### src/rtl/layer_buf_pkg.sv
// Shared sizing and FSM encoding for the layer5 buffer controller.
package layer_buf_pkg;

    localparam int L5_DEPTH = 112;
    localparam int L5_AW    = 7;
    localparam int L5_DW    = 128;

    typedef enum logic [1:0] {
        ST_IDLE = 2'd0,
        ST_FILL = 2'd1,
        ST_FULL = 2'd2
    } buf_state_e;

endpackage

### src/rtl/layer5_buffer_ctrl.sv
// Layer5 buffer controller: fills a dual-port SRAM once through port A and
// serves in-order-independent reads of already-written words through port B.
//
// state   | meaning
// --------+---------------------------------------------------------------
// IDLE    | pointer held at 0; leaves for FILL on the first cycle without clear
// FILL    | accepting producer words at wr_ptr; last address moves to FULL
// FULL    | all DEPTH words stored; reads only, until clear
module layer5_buffer_ctrl
    import layer_buf_pkg::*;
#(
    parameter int DEPTH = L5_DEPTH,
    parameter int AW    = L5_AW,
    parameter int DW    = L5_DW
) (
    input  logic          clk,
    input  logic          rst_n,
    input  logic          clear,
    input  logic          wr_valid,
    input  logic [DW-1:0] wr_data,
    output logic          wr_ready,
    input  logic          rd_req,
    input  logic [AW-1:0] rd_addr,
    output logic          rd_gnt,
    output logic          rd_valid,
    output logic [DW-1:0] rd_data,
    output logic [AW-1:0] wr_count,
    output logic          layer_full,
    output logic          layer_done,
    output logic          sram_oea,
    output logic          sram_wean,
    output logic [AW-1:0] sram_a,
    output logic [DW-1:0] sram_dia,
    output logic          sram_oeb,
    output logic          sram_webn,
    output logic [AW-1:0] sram_b,
    output logic [DW-1:0] sram_dib,
    input  logic [DW-1:0] sram_dob
);

    localparam logic [AW-1:0] LAST_ADDR = AW'(DEPTH - 1);
    localparam logic [AW-1:0] DEPTH_W   = AW'(DEPTH);

    buf_state_e    state_q;
    logic [AW-1:0] wr_ptr_q;
    logic [AW-1:0] wr_ptr_d;
    logic          layer_full_q;
    logic          layer_done_q;
    logic          rd_valid_q;
    logic [DW-1:0] rd_hold_q;
    logic          wr_acc;
    logic          last_wr;

    assign wr_ready = (state_q == ST_FILL) && !clear;
    assign wr_acc   = wr_valid && wr_ready;
    assign last_wr  = wr_acc && (wr_ptr_q == LAST_ADDR);

    // The pointer parks on the last address; FULL reports the saturated count.
    assign wr_ptr_d = (wr_ptr_q == LAST_ADDR) ? wr_ptr_q : wr_ptr_q + AW'(1);
    assign wr_count = (state_q == ST_FULL) ? DEPTH_W : wr_ptr_q;

    // Only written addresses are granted, so port B never collides with port A.
    assign rd_gnt = rd_req && (rd_addr < wr_count) && (rd_addr < DEPTH_W) && !clear;

    assign sram_oea  = 1'b0;
    assign sram_wean = !wr_acc;
    assign sram_a    = wr_ptr_q;
    assign sram_dia  = wr_data;

    assign sram_oeb  = rd_gnt;
    assign sram_webn = 1'b1;
    assign sram_b    = rd_addr;
    assign sram_dib  = '0;

    assign layer_full = layer_full_q;
    assign layer_done = layer_done_q;
    assign rd_valid   = rd_valid_q;
    assign rd_data    = rd_valid_q ? sram_dob : rd_hold_q;

    // Fill sequencer: state, write pointer and the full/done flags.
    always_ff @(posedge clk or negedge rst_n) begin
        if (!rst_n) begin
            state_q      <= ST_IDLE;
            wr_ptr_q     <= '0;
            layer_full_q <= 1'b0;
            layer_done_q <= 1'b0;
        end else begin
            layer_done_q <= last_wr;
            case (state_q)
                ST_IDLE: begin
                    wr_ptr_q <= '0;
                    if (!clear) begin
                        state_q <= ST_FILL;
                    end
                end
                ST_FILL: begin
                    if (clear) begin
                        state_q  <= ST_IDLE;
                        wr_ptr_q <= '0;
                    end else if (wr_acc) begin
                        wr_ptr_q <= wr_ptr_d;
                        if (last_wr) begin
                            state_q      <= ST_FULL;
                            layer_full_q <= 1'b1;
                        end
                    end
                end
                ST_FULL: begin
                    if (clear) begin
                        state_q      <= ST_IDLE;
                        wr_ptr_q     <= '0;
                        layer_full_q <= 1'b0;
                    end
                end
                default: begin
                    state_q      <= ST_IDLE;
                    wr_ptr_q     <= '0;
                    layer_full_q <= 1'b0;
                end
            endcase
        end
    end

    // Read return: valid one cycle after grant; the last word is held afterwards.
    always_ff @(posedge clk or negedge rst_n) begin
        if (!rst_n) begin
            rd_valid_q <= 1'b0;
            rd_hold_q  <= '0;
        end else begin
            rd_valid_q <= rd_gnt;
            if (rd_valid_q) begin
                rd_hold_q <= sram_dob;
            end
        end
    end

endmodule

### config.mk
export PLATFORM = sky130hd
export DESIGN_NAME = layer5_buffer_ctrl
export DESIGN_NICKNAME = d
export VERILOG_FILES = /design/src/rtl/layer_buf_pkg.sv /design/src/rtl/layer5_buffer_ctrl.sv
export SDC_FILE = /design/constraint.sdc
export NUM_CORES = 1
export LEC_CHECK = 0
export CAP_MARGIN = 5
export CELL_PAD_IN_SITES_DETAIL_PLACEMENT = 1
export CELL_PAD_IN_SITES_GLOBAL_PLACEMENT = 2
export CORE_AREA = 3 3 264 266
export DETAILED_ROUTE_END_ITERATION = 16
export DIE_AREA = 0 0 267 269
export GPL_ROUTABILITY_DRIVEN = 0
export PLACE_DENSITY_LB_ADDON = 0.15
export SLEW_MARGIN = 15
export SYNTH_ARGS = -nofsm -noshare
export SYNTH_HDL_FRONTEND = slang
export SYNTH_SLANG_ARGS = --single-unit
export TNS_END_PERCENT = 10
### constraint.sdc
create_clock -name clk -period 2.9 [get_ports clk]
set_input_delay 0.58 -clock clk [delete_from_list [all_inputs] [get_ports clk]]
set_output_delay 0.58 -clock clk [all_outputs]
set_load 0.02 [all_outputs]
==> impl_metrics.csv, run 1 <==
group,metric,value,unit
global_route,antenna_found_initial,5,
global_route,grt_pass1_wl,39.0,mm
cts,clockRootBuffer,"clkbuf_16",
worst_setup_path,cp.required,2.32,ns
pwr,peakVddDrop,373,uV
sta,holdWs,0.493,ns
global_route,grt_remaining_overflow,0,
global_route,grt_pass1_vias,5256,
placed_design,io_buffer_count,295,
detailed_routing,drcViolationCount,0,
detailed_routing,drtAntennaViolNets,0,
worst_setup_path,endpoint_kind,"output pin",
pwr,p_clk_frac,0.296,
sta,fin_crit_sh,0.964,
logic_synthesis,synth-edff-count,0,
detailed_routing,wl_per_cell,16.5,um
hold_path,hold-path-cell-count,1,
global_route,grtUsageTotal,0.0773,
logic_synthesis,ys_types,37,
logic_synthesis,syn_inst,636,
die,rows,95,
pwr,p_per_area,659,mW/mm2
sta,fin_skew,0.0161,ns
sta,hold_violations,0,
hold_path,hold_class,"flop to flop",
die,start_util,0.113,
run_status,status,"complete, no violations",
worst_setup_path,worst_setup_path_start_kind,"flop",
logic_synthesis,synth_seq_cells,140,
hold_path,worstHoldEndpoint,"rd_hold_q[10]$_DFF_PN0_",
logic_synthesis,netlist.area_leader.share,0.462,
worst_setup_path,rr_worst_depth,6,
die,die_area,0.0718,mm2
worst_setup_path,arrival,2.22,ns
worst_setup_path,crit_type,"flop to output pin",
logic_synthesis,ys.flop_type,"dfrtp_1",
logic_synthesis,yosys-top-cells-area,"dfrtp_1, buf_4, mux2_2, ha_1, buf_2",
die,dieHeight,269,um
sta,timing.final.setup_violations,0,
logic_synthesis,synth.avg_cell_area,11.9,um2
cts,tritoncts,"yes",
pwr,seqPwrFrac,0.346,
logic_synthesis,yosysTopAreaCell,"dfrtp_1",
logic_synthesis,synth_common_cells,"buf_4, dfrtp_1, mux2_2, buf_2, nor2_1",
sta,maxSlewViolCount,0,
global_route,grt_max_degree,48,
finish,nFillCells,7651,
logic_synthesis,yosysMostFrequentCell,"buf_4",
finish,drive_gt1_frac,0.248,
cts,cts_buffers,17,
cts,cts_max_level,4,
worst_setup_path,r2r_end,"sram_a[5]$_DFFE_PN0P_",
logic_synthesis,seq_area_frac_synth,0.462,
cts,clkLatencyLatePin,0.47,ns
pwr,switching_share,0.351,
worst_setup_path,slowest_stage,"clkdlybuf4s50_1",
sta,setup_tns,0,ns
die,die-width,267,um
worst_setup_path,cp_cell_sequence,"buf_12, mux2_2, clkdlybuf4s50_1",
flow_run,maxCapViolCount,0,
pwr,power.leakage,4.68,nW
die,coreArea,0.0673,mm2
logic_synthesis,syn_area,0.00758,mm2
hold_path,hold_start,"rd_hold_q[10]$_DFF_PN0_",
cts,clkSlewWorstSetupHoldPaths,0.06,ns
worst_setup_path,rr_startpoint,"sram_a[0]$_DFFE_PN0P_",
cts,clock-sinks,140,
die,io_pins,682,
worst_setup_path,cp_max_fo,28,
logic_synthesis,ys_warn_count,0,
pwr,p_int,4.68,mW
finish,utilization,0.163,
sta,fin_crit,2.80,ns
sta,clock.fmax,358,MHz
detailed_routing,vias,4843,
pwr,net-switching-power,2.53,mW
detailed_routing,drt_iter0_drc,84,
worst_setup_path,reg2reg_slack,0.71,ns
detailed_routing,first_pass_iters,4,
finish,nNetsFinal,1105,
pwr,combPwrFrac,0.358,
worst_setup_path,max_stage_delay,0.58,ns
detailed_routing,viasPerCell,2.82,
sta,rsz0062_at_grt,"true",
logic_synthesis,synth-async-reset-ratio,1.00,
cts,cts_buffer_depth,2,
placed_design,hpwlAfterDp,21.8,mm
detailed_routing,wirelength,28.4,mm
finish,syn_to_final_growth,44.5,%
[layout by cell type (no fill, tap or decap), drive strengths merged, types with 2 or more instances in the layout]
master         netlist  layout
o21ai                5       5
nor2b                2       2
dlymetal6s2s         0      13
ha                   7       7
clkinv               0       8
nand2b               3       3
nand2                9       9
or4                  2       2
nor2                12      12
a21o                 2       2
o21a                 2       2
buf                281      37
conb                 2     130
inv                  8      10
dfrtp              140     140
dlygate4sd2          0      52
mux2               129     129
or3b                 2       2
nand4                4       4
a21oi                5       5
clkdlybuf4s50        0     227
o31ai                2       2
diode                0       2
clkbuf               2      19
clkinvlp             0       2
nor3                 4       4
a211oi               2       2
[cells by family after synthesis]
| family | synth area share |
|---|---|
| fa+ha+maj | 0.0116 |
| flops | 0.462 |
| mux | 0.193 |
| other cells | 0.000991 |
| compound gates | 0.0195 |
| buf+inv | 0.280 |
| simple gates | 0.0327 |
[metal layers]
layer / track usage / vias to the layer above / share of wire
met5: 0 / - / 0.00081
met4: 0.0342 / 4 / 0.024
met3: 0.0537 / 44 / 0.13
met2: 0.115 / 358 / 0.45
met1: 0.0849 / 2335 / 0.39
li1: - / 2102 / -
[area by class of cell]
type                       count  area (um2)  area share
tap                          873        1090      0.0997
inverter                       8        30.0     0.00274
antenna                        2        5.00    0.000457
timing repair buffer         330        3260       0.298
clock inverter                12        93.8     0.00857
sequential                   140        3510       0.320
multi-input combinational    333        2530       0.231
clock buffer                  19         433      0.0395
[power by group through the flow]
stage | Sequential (mW) | Combinational (mW) | Clock [mW]
floorplan | 2.51 | 1.77 | 0
finish | 2.50 | 2.58 | 2.13
global route | 2.55 | 2.77 | 2.37
detailed placement | 2.54 | 2.78 | 0
global placement | 2.53 | 2.79 | 0
CTS | 2.50 | 2.66 | 2.32
[per-stage QoR]
step	instance area (um2)	worst slack, ns	std cells	total power [mW]
floorplan	8060	0.444	764	4.28
global route	10900	-0.0209	1715	7.69
detailed placement	10300	-0.469	1680	5.32
global placement	10300	-0.470	1680	5.32
finish	11000	0.105	1717	7.21
CTS	10800	-0.0302	1713	7.48
[worst max path at each step]
stage	start	end	cells after the start
3_3_place_gp	rd_addr[2]	sram_oeb	6
2_1_floorplan	state_q[1]$_DFFE_PN0P_	sram_oeb	9
3_5_place_dp	rd_addr[1]	sram_oeb	6
6_report	rd_valid$_DFF_PN0_	rd_data[122]	3
4_1_cts	state_q[1]$_DFFE_PN0P_	sram_oeb	9
5_1_grt	rd_valid$_DFF_PN0_	rd_data[2]	3
[critical path: cells and delay by family, from the launching register on]
family / cells / cell delay (ns)
flops: 1 / 0.53
buf+inv: 2 / 0.80
mux: 1 / 0.37
[flip-flops by register name, indices dropped and copies added (netlist names)]
| name | count |
|---|---|
| layer_full | 1 |
| sram_a | 7 |
| state_q | 2 |
| layer_done | 1 |
| rd_hold_q | 128 |
| rd_valid | 1 |
[timing repair]
item | CTS | global route
pin swaps | 1 | 4
hold endpoints to repair | 10 | 0
setup buffers | 1 | 3
gates resized for setup | 76 | 23
hold buffers | 1 | 0
setup endpoints to repair | 83 | 24
No activity file was read; power rests on OpenSTA's default activity.
==> inputs of run 2 (changes only) <==
--- a/config.mk
+++ b/config.mk
@@ -5,14 +5,15 @@
 export SDC_FILE = /design/constraint.sdc
 export NUM_CORES = 1
 export LEC_CHECK = 0
-export CAP_MARGIN = 5
+export CAP_MARGIN = 20
 export CELL_PAD_IN_SITES_DETAIL_PLACEMENT = 1
 export CELL_PAD_IN_SITES_GLOBAL_PLACEMENT = 2
-export CORE_AREA = 3 3 264 266
+export CORE_AREA = 2 2 263 265
 export DETAILED_ROUTE_END_ITERATION = 16
-export DIE_AREA = 0 0 267 269
+export DIE_AREA = 0 0 265 267
 export GPL_ROUTABILITY_DRIVEN = 0
 export PLACE_DENSITY_LB_ADDON = 0.15
+export SETUP_SLACK_MARGIN = 0.02
 export SLEW_MARGIN = 15
 export SYNTH_ARGS = -nofsm -noshare
 export SYNTH_HDL_FRONTEND = slang
==> run 2 against run 1 <==
Compared with the run above:
- clock skew is essentially flat
- routed wire length is 1.4% higher
- die area fell by 1.5%
- non-clock buffer count decreased by 4
- combinational power about the same
- setup slack about the same
- global-route usage grew 0.29 points
==> impl_metrics.csv, run 2 (synthesis results as in run 1) <==
group,metric,value,unit
run_status,status,"complete, no violations",
worst_setup_path,path_buf_inv,3,
die,coreArea,0.0680,mm2
worst_setup_path,reg2reg_slack,0.87,ns
global_route,grt_pass1_vias,5023,
global_route,grtUsageTotal,0.0802,
pwr,combPwrFrac,0.352,
finish,mostFrequentLayoutCells,"clkdlybuf4s50_1, dfrtp_1, conb_1, mux2_2, dlygate4sd2_1",
placed_design,io_buffer_count,295,
pwr,seqPwrFrac,0.340,
cts,cts_buffers,17,
hold_path,hold_class,"flop to flop",
detailed_routing,drtAntennaViolNets,0,
worst_setup_path,cpMostUsedCell,"buf_4",
finish,nFillCells,7743,
die,io_pins,682,
sta,maxSlewViolCount,0,
placed_design,place_area,0.0103,mm2
pwr,net-switching-power,2.62,mW
pwr,p_clk_frac,0.308,
die,start_util,0.111,
worst_setup_path,slowest_stage,"clkdlybuf4s50_1",
finish,layout_commonest_cell,"clkdlybuf4s50_1",
finish,regMostFlops,"rd_hold_q",
placed_design,hpwlAfterDp,21.7,mm
worst_setup_path,worst_setup_path_start_kind,"flop",
finish,syn_to_final_growth,45.5,%
detailed_routing,wirelength,28.8,mm
cts,clkSlewWorstSetupHoldPaths,0.06,ns
pwr,switching_share,0.356,
finish,largest_reg_flops,128,
sta,timing.final.setup_violations,0,
finish,drive_gt1_frac,0.250,
worst_setup_path,max_stage_delay,0.68,ns
sta,fin_crit_sh,0.964,
worst_setup_path,crit_family,"buffers and inverters",
worst_setup_path,arrival,2.21,ns
worst_setup_path,cp_max_fo,6,
hold_path,worstHoldEndpoint,"rd_hold_q[4]$_DFF_PN0_",
pwr,power,7.35,mW
sta,clock.fmax,358,MHz
cts,cts_max_level,4,
cts,cts_buffer_depth,2,
worst_setup_path,cp_cell_sequence,"buf_4, buf_4, mux2_2, clkdlybuf4s50_1",
hold_path,hold_start,"rd_hold_q[4]$_DFF_PN0_",
pwr,p_per_area,667,mW/mm2
detailed_routing,viasPerCell,2.83,
finish,fin_cells,1723,
worst_setup_path,rr_worst_depth,6,
global_route,grt_remaining_overflow,0,
global_route,grt_pass1_wl,39.4,mm
worst_setup_path,crit_type,"flop to output pin",
die,dieHeight,267,um
sta,holdWs,0.493,ns
sta,hold_violations,0,
pwr,p_int,4.73,mW
detailed_routing,wl_per_cell,16.7,um
cts,clock-sinks,140,
worst_setup_path,rr_startpoint,"sram_a[0]$_DFFE_PN0P_",
cts,tritoncts,"yes",
detailed_routing,drt_iter0_drc,110,
flow_run,maxCapViolCount,0,
global_route,grt_max_degree,60,
placed_design,dp.cells,1682,
finish,nNetsFinal,1101,
die,die_area,0.0708,mm2
sta,fin_skew,0.0162,ns
worst_setup_path,cp.required,2.32,ns
sta,fin_ws,0.105,ns
cts,clkLatencyLatePin,0.48,ns
pwr,power.leakage,4.69,nW
pwr,peakVddDrop,287,uV
sta,relSlewSlack,0.634,
finish,fin_area,0.0110,mm2
placed_design,dp_slack,-0.262,ns
die,rows,96,
sta,fin_crit,2.79,ns
finish,utilization,0.162,
global_route,antenna_found_initial,4,
worst_setup_path,endpoint_kind,"output pin",
sta,worst_slew_pin_slew,0.545,ns
detailed_routing,first_pass_iters,4,
hold_path,hold-path-cell-count,1,
detailed_routing,vias,4878,
die,die-width,265,um
detailed_routing,drcViolationCount,0,
sta,rsz0062_at_grt,"true",
cts,clockRootBuffer,"clkbuf_16",
worst_setup_path,r2r_end,"sram_a[5]$_DFFE_PN0P_",
sta,setup_tns,0,ns
-- run 2: cell count changes in the layout (fill, tap and decap cells not counted), moves of 2 or more --
cell	delta
clkinvlp_4	-2
buf_16	+2
buf_4	-7
dlygate4sd2_1	+3
inv_6	+3
clkdlybuf4s50_1	-2
dlymetal6s2s_1	-2
clkbuf_1	-2
-- run 2: area by class of cell --
class                           instances  area, um2  share of cell area
Multi-Input combinational cell        333       2530               0.229
Timing Repair Buffer                  326       3280               0.298
Clock buffer                           18        439              0.0398
Antenna cell                            2       5.00            0.000454
Tap cell                              882       1100               0.100
Clock inverter                         14        128              0.0116
Sequential cell                       140       3510               0.318
Inverter                                8       30.0             0.00272
-- run 2: worst max-delay path by stage --
| stage | start | to | slack [ns] | depth (start not counted) |
|---|---|---|---|---|
| 6_report | rd_valid$_DFF_PN0_ | rd_data[47] | 0.11 | 4 |
| 4_1_cts | state_q[0]$_DFFE_PN0P_ | sram_oeb | -0.02 | 7 |
| 5_1_grt | state_q[1]$_DFFE_PN0P_ | sram_oeb | -0.04 | 9 |
| 3_5_place_dp | rd_addr[6] | rd_gnt | -0.26 | 7 |
| 2_1_floorplan | state_q[1]$_DFFE_PN0P_ | sram_oeb | 0.44 | 9 |
| 3_3_place_gp | rd_addr[4] | rd_gnt | -0.27 | 7 |
-- run 2: per-layer routing --
metal	routed length, um	track usage	part of all wire
met1	11800	0.0935	0.41
met2	12200	0.111	0.42
met3	3920	0.0520	0.14
met4	715	0.0400	0.025
met5	134	0.0111	0.0047
-- run 2: power by group through the flow --
stage,Combinational [mW],Sequential [mW],Clock [mW]
after global placement,2.78,2.53,0
final,2.59,2.50,2.26
after floorplan,1.77,2.51,0
after detailed placement,2.78,2.55,0
after CTS,2.66,2.51,2.45
after global routing,2.76,2.56,2.48
-- run 2: what timing repair did --
item,CTS,global route
gates cloned,1,0
setup buffers,3,2
setup endpoints to repair,122,13
pin swaps,0,4
hold buffers,1,0
endpoints found under the hold margin,14,0
gates resized for setup,68,28
